==> config.mk <==
export PLATFORM = sky130hd
export DESIGN_NAME = pulse_cmd_regfile_flat
export DESIGN_NICKNAME = d
export VERILOG_FILES = /design/src/rtl/pulse_cmd_pkg.sv /design/src/rtl/pulse_cmd_regfile_if.sv /design/src/rtl/pulse_cmd_tx_seq.sv /design/src/rtl/pulse_cmd_regfile.sv /design/src/flat_wrapper.sv
export SDC_FILE = /design/constraint.sdc
export NUM_CORES = 1
export LEC_CHECK = 0
export ABC_AREA = 1
export BUFFER_PORTS_ARGS = -buffer_cell sky130_fd_sc_hd__buf_4
export CAP_MARGIN = 20
export CORE_MARGIN = 3
export CORE_UTILIZATION = 45
export DETAILED_ROUTE_END_ITERATION = 12
export GPL_ROUTABILITY_DRIVEN = 0
export PLACE_DENSITY = 0.7
export SYNTH_ARGS = -nofsm -noshare
export SYNTH_HDL_FRONTEND = slang
export SYNTH_HIERARCHICAL = 1
export SYNTH_SLANG_ARGS = --single-unit
==> constraint.sdc <==
create_clock -name clk -period 19.5 [get_ports clk]
set_clock_uncertainty 0.15 [all_clocks]
set_input_delay 2.925 -clock clk [delete_from_list [all_inputs] [get_ports clk]]
set_output_delay 2.925 -clock clk [all_outputs]
set_load 0.02 [all_outputs]
==> src/rtl/pulse_cmd_pkg.sv <==
// Shared definitions for the pulse command decoder / register file.
//   state_t            : frame handling phases. The serialiser reuses S_RX as
//                        its idle phase and owns S_TX_LOAD / S_TX_WAIT.
//   CTRL_READ_BIT      : control-byte bit selecting read (1) or write (0)
//   NAK_BYTE           : single-byte reply for an out-of-range address
//   MAX_PAYLOAD_BYTES  : largest supported payload size
//   byte_sum()         : mod-256 sum of the low n bytes of a payload word
package pulse_cmd_pkg;

   typedef enum logic [1:0] {
      S_RX      = 2'd0,
      S_EXEC    = 2'd1,
      S_TX_LOAD = 2'd2,
      S_TX_WAIT = 2'd3
   } state_t;

   localparam int         CTRL_READ_BIT     = 7;
   localparam logic [7:0] NAK_BYTE          = 8'hEE;
   localparam int         MAX_PAYLOAD_BYTES = 8;

   function automatic logic [7:0] byte_sum(input logic [8*MAX_PAYLOAD_BYTES-1:0] data,
                                           input int n);
      logic [7:0] acc;
      acc = 8'h00;
      for (int k = 0; k < MAX_PAYLOAD_BYTES; k++) begin
         if (k < n) acc = acc + data[8*k +: 8];
      end
      return acc;
   endfunction

endpackage

==> src/rtl/pulse_cmd_regfile_if.sv <==
// UART-facing byte interface of the pulse command register file.
//   rx_valid / rx_byte : received byte from the uart (valid held >= 1 cycle)
//   tx_busy            : uart transmitter is shifting a byte out
//   tx_start / tx_byte : one-cycle transmit request and the byte to send
// Modports: master = uart side, slave = command decoder side.
interface pulse_cmd_regfile_if;
   logic       rx_valid;
   logic [7:0] rx_byte;
   logic       tx_busy;
   logic       tx_start;
   logic [7:0] tx_byte;

   modport master (output rx_valid, output rx_byte, output tx_busy,
                   input  tx_start, input  tx_byte);
   modport slave  (input  rx_valid, input  rx_byte, input  tx_busy,
                   output tx_start, output tx_byte);
endinterface

==> src/rtl/pulse_cmd_tx_seq.sv <==
// Reply serialiser: captures up to PAYLOAD_BYTES+1 reply bytes plus a count on
// load, then hands them to the uart one at a time, LSB-slot first.
//   clk, rst     : clock, asynchronous active-high reset
//   load         : capture reply_bytes / reply_cnt (honoured only when idle)
//   reply_bytes  : byte k in bits [8k +: 8]
//   reply_cnt    : number of valid reply bytes (>= 1)
//   tx_busy      : uart transmitter busy
//   tx_start     : one-cycle transmit request, tx_byte valid with it
//   done         : one-cycle pulse when the last byte has been shifted out
module pulse_cmd_tx_seq
   import pulse_cmd_pkg::*;
#(
   parameter  int PAYLOAD_BYTES = 4,
   localparam int NB            = PAYLOAD_BYTES + 1,
   localparam int CNT_W         = $clog2(NB + 1)
) (
   input  logic              clk,
   input  logic              rst,
   input  logic              load,
   input  logic [8*NB-1:0]   reply_bytes,
   input  logic [CNT_W-1:0]  reply_cnt,
   input  logic              tx_busy,
   output logic              tx_start,
   output logic [7:0]        tx_byte,
   output logic              done
);

   state_t           st_reg, st_next;
   logic [7:0]       bytes_reg [NB];
   logic [CNT_W-1:0] idx_reg;
   logic [CNT_W-1:0] cnt_reg;
   logic             gap_reg;
   logic             last;
   logic             wait_over;
   logic             capture;

   assign capture   = (st_reg == S_RX) && load;
   assign last      = (idx_reg + 1'b1) == cnt_reg;
   // The uart raises tx_busy one cycle after tx_start, so the first
   // S_TX_WAIT cycle (gap_reg set) must not read tx_busy.
   assign wait_over = (st_reg == S_TX_WAIT) && !gap_reg && !tx_busy;

   always_ff @(posedge clk or posedge rst) begin
      if (rst) st_reg <= S_RX;
      else     st_reg <= st_next;
   end

   always_comb begin
      st_next = st_reg;
      case (st_reg)
         S_RX:      if (load)     st_next = S_TX_LOAD;
         S_TX_LOAD: if (!tx_busy) st_next = S_TX_WAIT;
         S_TX_WAIT: if (wait_over) st_next = last ? S_RX : S_TX_LOAD;
         default:                 st_next = S_RX;
      endcase
   end

   always_comb begin
      tx_start = (st_reg == S_TX_LOAD) && !tx_busy;
      tx_byte  = tx_start ? bytes_reg[idx_reg] : 8'h00;
      done     = wait_over && last;
   end

   always_ff @(posedge clk or posedge rst) begin
      if (rst) begin
         idx_reg <= '0;
         cnt_reg <= '0;
         gap_reg <= 1'b0;
      end else begin
         gap_reg <= tx_start;
         if (capture) begin
            idx_reg <= '0;
            cnt_reg <= reply_cnt;
         end else if (wait_over && !last) begin
            idx_reg <= idx_reg + 1'b1;
         end
      end
   end

   genvar gi;
   generate
      for (gi = 0; gi < NB; gi++) begin : g_byte
         always_ff @(posedge clk or posedge rst) begin
            if (rst)          bytes_reg[gi] <= 8'h00;
            else if (capture) bytes_reg[gi] <= reply_bytes[8*gi +: 8];
         end
      end
   endgenerate

endmodule

==> src/rtl/pulse_cmd_regfile.sv <==
// UART command decoder and register file for the pulse generator.
// Frames are PAYLOAD_BYTES little-endian payload bytes followed by a control
// byte (bit7 read/write, bits[6:0] address). Writes load a register and reply
// with the payload checksum; reads reply with the register bytes plus their
// checksum; out-of-range addresses reply NAK (8'hEE).
//   clk, rst    : clock, asynchronous active-high reset
//   bus         : uart byte interface (slave modport)
//   regs_flat   : register i in bits [i*REG_W +: REG_W]
//   reg_wr_stb  : one-cycle strobe for the register being written
//   frame_done  : one-cycle pulse when a reply has been fully sent
//   frame_err   : one-cycle pulse on a dropped byte or timed-out frame
// Optional feature: define PULSE_CMD_TIMEOUT_EN to discard a partial frame
// after TIMEOUT_CYC idle cycles; otherwise a partial frame waits forever.
module pulse_cmd_regfile
   import pulse_cmd_pkg::*;
#(
   parameter int                          NUM_REGS      = 16,
   parameter int                          REG_W         = 32,
   parameter int                          PAYLOAD_BYTES = 4,
   parameter logic [NUM_REGS*REG_W-1:0]   RESET_VALS    = '0,
   parameter int                          TIMEOUT_CYC   = 5000000
) (
   input  logic                        clk,
   input  logic                        rst,
   pulse_cmd_regfile_if.slave          bus,
   output logic [NUM_REGS*REG_W-1:0]   regs_flat,
   output logic [NUM_REGS-1:0]         reg_wr_stb,
   output logic                        frame_done,
   output logic                        frame_err
);

   localparam int NB     = PAYLOAD_BYTES + 1;
   localparam int CNT_W  = $clog2(NB + 1);
   localparam int BCNT_W = $clog2(PAYLOAD_BYTES + 1);
   localparam int MAXW   = 8 * MAX_PAYLOAD_BYTES;

   // At this level S_TX_LOAD covers the whole reply; the serialiser tracks
   // the load/wait phases itself.
   state_t                  state_reg, state_next;
   logic                    rx_valid_d_reg;
   logic                    rx_edge;
   logic                    rx_accept;
   logic                    ctrl_arrives;
   logic [BCNT_W-1:0]       byte_cnt_reg;
   logic [8*PAYLOAD_BYTES-1:0] payload_reg;
   logic [7:0]              ctrl_reg;
   logic [REG_W-1:0]        regs_reg [NUM_REGS];
   logic [6:0]              addr;
   logic                    addr_ok;
   logic                    is_read;
   logic                    wr_en;
   logic                    tx_load;
   logic                    tx_done;
   logic                    timeout;
   logic [REG_W-1:0]        rd_data;
   logic [MAXW-1:0]         payload_ext;
   logic [MAXW-1:0]         rd_ext;
   logic [7:0]              pl_sum;
   logic [7:0]              rd_sum;
   logic [8*NB-1:0]         reply_bytes;
   logic [CNT_W-1:0]        reply_cnt;

   // A byte counts once per rising edge of rx_valid, however long it is held.
   always_ff @(posedge clk or posedge rst) begin
      if (rst) rx_valid_d_reg <= 1'b0;
      else     rx_valid_d_reg <= bus.rx_valid;
   end

   assign rx_edge      = bus.rx_valid && !rx_valid_d_reg;
   assign rx_accept    = rx_edge && (state_reg == S_RX);
   assign ctrl_arrives = rx_accept && (byte_cnt_reg == BCNT_W'(PAYLOAD_BYTES));

   assign addr    = ctrl_reg[6:0];
   assign is_read = ctrl_reg[CTRL_READ_BIT];
   assign addr_ok = {1'b0, addr} < 8'(NUM_REGS);

   // ---------------- FSM ----------------
   always_ff @(posedge clk or posedge rst) begin
      if (rst) state_reg <= S_RX;
      else     state_reg <= state_next;
   end

   always_comb begin
      state_next = state_reg;
      case (state_reg)
         S_RX:                 if (ctrl_arrives) state_next = S_EXEC;
         S_EXEC:               state_next = S_TX_LOAD;
         S_TX_LOAD, S_TX_WAIT: if (tx_done) state_next = S_RX;
         default:              state_next = S_RX;
      endcase
   end

   always_comb begin
      tx_load    = (state_reg == S_EXEC);
      wr_en      = (state_reg == S_EXEC) && !is_read && addr_ok;
      // Any byte edge outside S_RX is dropped, including one that coincides
      // with the final tx completion.
      frame_err  = (rx_edge && (state_reg != S_RX)) || timeout;
      frame_done = tx_done;
   end

   // ---------------- frame assembly ----------------
   always_ff @(posedge clk or posedge rst) begin
      if (rst) begin
         byte_cnt_reg <= '0;
         ctrl_reg     <= 8'h00;
      end else if (rx_accept) begin
         if (byte_cnt_reg == BCNT_W'(PAYLOAD_BYTES)) begin
            byte_cnt_reg <= '0;
            ctrl_reg     <= bus.rx_byte;
         end else begin
            byte_cnt_reg <= byte_cnt_reg + 1'b1;
         end
      end else if (timeout) begin
         byte_cnt_reg <= '0;
      end
   end

   genvar gi;
   generate
      for (gi = 0; gi < PAYLOAD_BYTES; gi++) begin : g_payload
         always_ff @(posedge clk or posedge rst) begin
            if (rst)
               payload_reg[8*gi +: 8] <= 8'h00;
            else if (rx_accept && (byte_cnt_reg == BCNT_W'(gi)))
               payload_reg[8*gi +: 8] <= bus.rx_byte;
         end
      end
   endgenerate

`ifdef PULSE_CMD_TIMEOUT_EN
   localparam int TO_W = $clog2(TIMEOUT_CYC + 1);
   logic [TO_W-1:0] to_cnt_reg;
   logic            to_armed;

   // Runs only while a partial frame is pending; every accepted byte restarts it.
   assign to_armed = (state_reg == S_RX) && (byte_cnt_reg != '0) && !rx_edge;
   assign timeout  = to_armed && (to_cnt_reg == TO_W'(TIMEOUT_CYC - 1));

   always_ff @(posedge clk or posedge rst) begin
      if (rst)                        to_cnt_reg <= '0;
      else if (!to_armed || timeout)  to_cnt_reg <= '0;
      else                            to_cnt_reg <= to_cnt_reg + 1'b1;
   end
`else
   // Timeout disabled: a partial frame waits indefinitely and TIMEOUT_CYC
   // has no effect in this build.
   logic unused_timeout_cyc;
   assign unused_timeout_cyc = ^TIMEOUT_CYC;
   assign timeout = 1'b0;
`endif

   // ---------------- register bank ----------------
   generate
      for (gi = 0; gi < NUM_REGS; gi++) begin : g_reg
         assign reg_wr_stb[gi] = wr_en && (addr == 7'(gi));

         always_ff @(posedge clk or posedge rst) begin
            if (rst)                 regs_reg[gi] <= RESET_VALS[gi*REG_W +: REG_W];
            else if (reg_wr_stb[gi]) regs_reg[gi] <= payload_reg[REG_W-1:0];
         end

         assign regs_flat[gi*REG_W +: REG_W] = regs_reg[gi];
      end
   endgenerate

   always_comb begin
      rd_data = '0;
      for (int i = 0; i < NUM_REGS; i++) begin
         if (addr == 7'(i)) rd_data = regs_reg[i];
      end
   end

   // ---------------- reply build ----------------
   always_comb begin
      payload_ext = '0;
      payload_ext[8*PAYLOAD_BYTES-1:0] = payload_reg;
      rd_ext = '0;
      rd_ext[REG_W-1:0] = rd_data;
      pl_sum = byte_sum(payload_ext, PAYLOAD_BYTES);
      rd_sum = byte_sum(rd_ext, PAYLOAD_BYTES);

      reply_bytes = '0;
      reply_cnt   = CNT_W'(1);
      if (!addr_ok) begin
         reply_bytes[7:0] = NAK_BYTE;
      end else if (is_read) begin
         reply_bytes = {rd_sum, rd_ext[8*PAYLOAD_BYTES-1:0]};
         reply_cnt   = CNT_W'(NB);
      end else begin
         reply_bytes[7:0] = pl_sum;
      end
   end

   pulse_cmd_tx_seq #(
      .PAYLOAD_BYTES (PAYLOAD_BYTES)
   ) u_tx_seq (
      .clk         (clk),
      .rst         (rst),
      .load        (tx_load),
      .reply_bytes (reply_bytes),
      .reply_cnt   (reply_cnt),
      .tx_busy     (bus.tx_busy),
      .tx_start    (bus.tx_start),
      .tx_byte     (bus.tx_byte),
      .done        (tx_done)
   );

endmodule

==> src/flat_wrapper.sv <==
// flat-port wrapper written by rule: the top's interface ports become plain ports
module pulse_cmd_regfile_flat import pulse_cmd_pkg::*;
#(
   parameter int                          NUM_REGS      = 16,
   parameter int                          REG_W         = 32,
   parameter int                          PAYLOAD_BYTES = 4,
   parameter logic [NUM_REGS*REG_W-1:0]   RESET_VALS    = '0,
   parameter int                          TIMEOUT_CYC   = 5000000
)
  (clk, rst, regs_flat, reg_wr_stb, frame_done, frame_err, bus_rx_valid, bus_rx_byte, bus_tx_busy, bus_tx_start, bus_tx_byte);
  pulse_cmd_regfile_if bus_i ();
  input  logic clk;
  input  logic rst;
  output logic [NUM_REGS*REG_W-1:0] regs_flat;
  output logic [NUM_REGS-1:0] reg_wr_stb;
  output logic frame_done;
  output logic frame_err;
  input wire logic [$bits(bus_i.rx_valid)-1:0] bus_rx_valid;
  input wire logic [$bits(bus_i.rx_byte)-1:0] bus_rx_byte;
  input wire logic [$bits(bus_i.tx_busy)-1:0] bus_tx_busy;
  output wire logic [$bits(bus_i.tx_start)-1:0] bus_tx_start;
  output wire logic [$bits(bus_i.tx_byte)-1:0] bus_tx_byte;
  assign bus_i.rx_valid = bus_rx_valid;
  assign bus_i.rx_byte = bus_rx_byte;
  assign bus_i.tx_busy = bus_tx_busy;
  assign bus_tx_start = bus_i.tx_start;
  assign bus_tx_byte = bus_i.tx_byte;
  pulse_cmd_regfile #(.NUM_REGS(NUM_REGS), .REG_W(REG_W), .PAYLOAD_BYTES(PAYLOAD_BYTES), .RESET_VALS(RESET_VALS), .TIMEOUT_CYC(TIMEOUT_CYC)) u_core (.clk(clk), .rst(rst), .bus(bus_i), .regs_flat(regs_flat), .reg_wr_stb(reg_wr_stb), .frame_done(frame_done), .frame_err(frame_err));
endmodule
==> run metrics <==
clock root buffer master clkbuf_16; CTS Buffer Depth 3; Synth warnings 6; design area 34900 um^2; worst skew pair latency slightly above 0.6 ns; Critical Path, Cell by Cell buf_4 > nand3b_1 > a21oi_1 > nand2_1 > inv_1 > buf_4; main combinational cell family by area after synthesis simple AND/OR/NAND/NOR gates; number of antenna violations at the first check in global routing 1; first-pass GRT wire length approximately 170000 um; Overall Global Routing Usage a little over a third; clk slew on worst S/H paths 0.05 ns; Boundary Pins approximately 550; Synth Area in Compound Gates between 10 and 15%; Least-Margin Pin Slew between 1 and 1.5 ns; Gate power share roughly 28%; reg2reg setup slack between 10 and 15 ns; hold_ws 0.345 ns; fin. max-slew vios 0; Worst EP required about 16 ns; IR drop worst, VDD approximately 69 uV; Worst slew margin between 30 and 40%; f_max between 0.1 and 0.15 GHz; DR pass1 iterations 5; crit path max fanout 11; Area Overhead vs Synth 24.7%; max cap viols 0; Syn Std Cell Area 28000 um^2; multiplexer share of the synthesized area under 10%; slowest cell delay on critical path approximately 0.4 ns; routed len/inst roughly 25 um; Worst R2R Path Depth 33; layout cells sized above 1 approximately 22%; xor/xnor cell area share of the yosys netlist less than 1%; post-synthesis adder-cell area fraction under 10%; min Tclk post-route about 7.1 ns; post-route ant nets 0; TritonCTS clock tree built; Crit path top cell by count buf_4; fraction of registers with async set/reset 100%; postcts setup bufs 0; Cells after Synth approximately 3300; hold depth 1; Placed Area ~33000 um^2; final WL between 100000 and 150000 um; slowest CP cell nand3b_1; largest net degree at the start of global routing about 180; Chip Height ~260 um; Sink Count 607; pwr dens between 100 and 150 nW/um^2; GRT overflow 0; Clk pwr share 33.7%; most common cell after layout, fill and taps aside nand2_1; DRT iter0 DRCs ~3500; WP data arrival 4.01 ns; leakage 17.1 nW; Final setup viols 0; P_int between 2 and 2.5 mW; Sw Share a little under two fifths; Syn Area/Cell ~8.5 um^2; Yosys cell types 54; HPWL after DPL between 80000 and 90000 um; NetSw 1.49 mW; sequential share of the synthesized area a little over half; Synth Flop Type dfrtp_1; Syn Nets about 3300; simple logic cell fraction of the synthesized area 19.6%; ant diodes 0; Num CTS Buffers 67; post-synthesis register bit count slightly above 600; fin nets 3800; kind of critical path in -> out; CTS resizes 0; I/O Buffers 550; hold buffers post-CTS 0; vias post-DR approximately 26000; Critical Path Start Type primary input; Initial Util between 40 and 50%; status finished clean; Setup TNS 0 ns; Worst Setup SP bus_tx_busy; vias in the first global route about 25000; Fin. Hold Viols 0; RSZ-0062 raised after global routing no; drt via density 5.65; fin crit share 36.3%; DRC 0; CP Capture Type output port; row cnt 90; number of flip-flops in the largest register just over 500; HP Class reg -> reg; Hold Crit Start u_core/u_tx_seq/bytes_reg[33]; worst reg2reg path startpoint u_core/ctrl_reg[4]; die width ~260 um; FILL cells between 5000 and 6000; # H-tree levels 3; Post-synth EDFFs 0; most frequent cells in the layout 960 x nand2_1, 607 x dfrtp_1, 594 x buf_4; Die ar. between 60000 and 70000 um^2; Core Region slightly above 60000 um^2; sequential share of power around two fifths
layout make-up:
cell class | count | area (um^2) | share of cell area, %
flip-flops and latches | 607 | 15200 | 43.6
multi-input cells | 2184 | 10800 | 31.1
repair buffers | 595 | 4480 | 12.8
clock buffers | 93 | 1940 | 5.58
inverters | 285 | 1080 | 3.10
well taps | 828 | 1040 | 2.97
clock inverters | 25 | 310 | 0.890
worst max-delay path: cells and delay by family:
kind | cells | cell delay, ns
buffers and inverters | 3 | 0.32
AND/OR/NAND/NOR | 2 | 0.47
AO/OA/AOI/OAI | 1 | 0.28
power groups by stage:
stage	sequential [mW]	combinational [mW]	clock (mW)
after floorplan	1.47	0.623	0
after global placement	1.52	1.03	0
after detailed placement	1.52	1.05	0
after CTS	1.50	1.05	1.31
after global routing	1.51	1.15	1.37
final	1.50	1.07	1.31
cell usage after synthesis (4+ instances only):
library cell | n | area [um^2]
a21oi_1 | 92 | 460
a221oi_2 | 6 | 90.1
buf_2 | 24 | 120
buf_4 | 5 | 37.5
buf_6 | 13 | 146
clkbuf_1 | 156 | 586
dfrtp_1 | 607 | 15200
fa_1 | 28 | 561
ha_1 | 20 | 250
inv_1 | 268 | 1010
inv_2 | 16 | 60.1
mux2_2 | 30 | 338
nand2_1 | 963 | 3610
nand2_2 | 10 | 62.6
nand3_1 | 62 | 310
nand4_1 | 68 | 425
nor2_1 | 163 | 612
nor2_2 | 23 | 144
nor3_1 | 5 | 25.0
nor3_2 | 4 | 40.0
o2111ai_1 | 6 | 52.6
o211ai_1 | 19 | 143
o21ai_0 | 585 | 2930
o21ai_1 | 28 | 140
o221ai_1 | 9 | 78.8
o22ai_1 | 8 | 50.1
or2_2 | 12 | 75.1
xnor2_1 | 7 | 61.3
xor2_1 | 4 | 35.0
metrics by stage:
stage	utilization [%]	instances	setup WS, ns	power, mW
2_1_floorplan	-	3277	0.821	2.10
3_3_place_gp	53.5	4499	12.44	2.55
3_5_place_dp	53.5	4499	12.44	2.57
4_1_cts	57.2	4617	12.42	3.86
5_1_grt	57.2	4617	12.29	4.02
6_report	57.2	4617	12.42	3.87
kinds of logic (layout without fill, tap and decap cells):
| group | after synthesis | count (layout) |
|---|---|---|
| DFF | 607 | 607 |
| muxes | 34 | 34 |
| adders and majority gates | 48 | 48 |
| buffers and inverters | 486 | 998 |
| AOI/OAI and AO/OA | 761 | 761 |
| other | 2 | 2 |
| and+or+nand+nor | 1328 | 1328 |
| xor gates and xnor gates | 11 | 11 |
worst paths after layout:
check / to
setup / recovery: bus_tx_byte[1]
hold / removal: u_core/u_tx_seq/bytes_reg[33]
setup reg to reg: u_core/u_tx_seq/bytes_reg[7]
hold reg to reg: u_core/u_tx_seq/bytes_reg[33]
max in group asynchronous: u_core/regs_flat[178]
min in group asynchronous: u_core/regs_flat[387]
per-layer routing:
layer	global-route usage [%]	part of all wire, %	vias up
met3	7.77	10	290
met4	16.7	5.3	2
met5	0	0.011	-
met1	45.8	38	12700
li1	-	-	11600
met2	55.8	46	1543
Note: power is estimated with default switching activity, not from simulation.
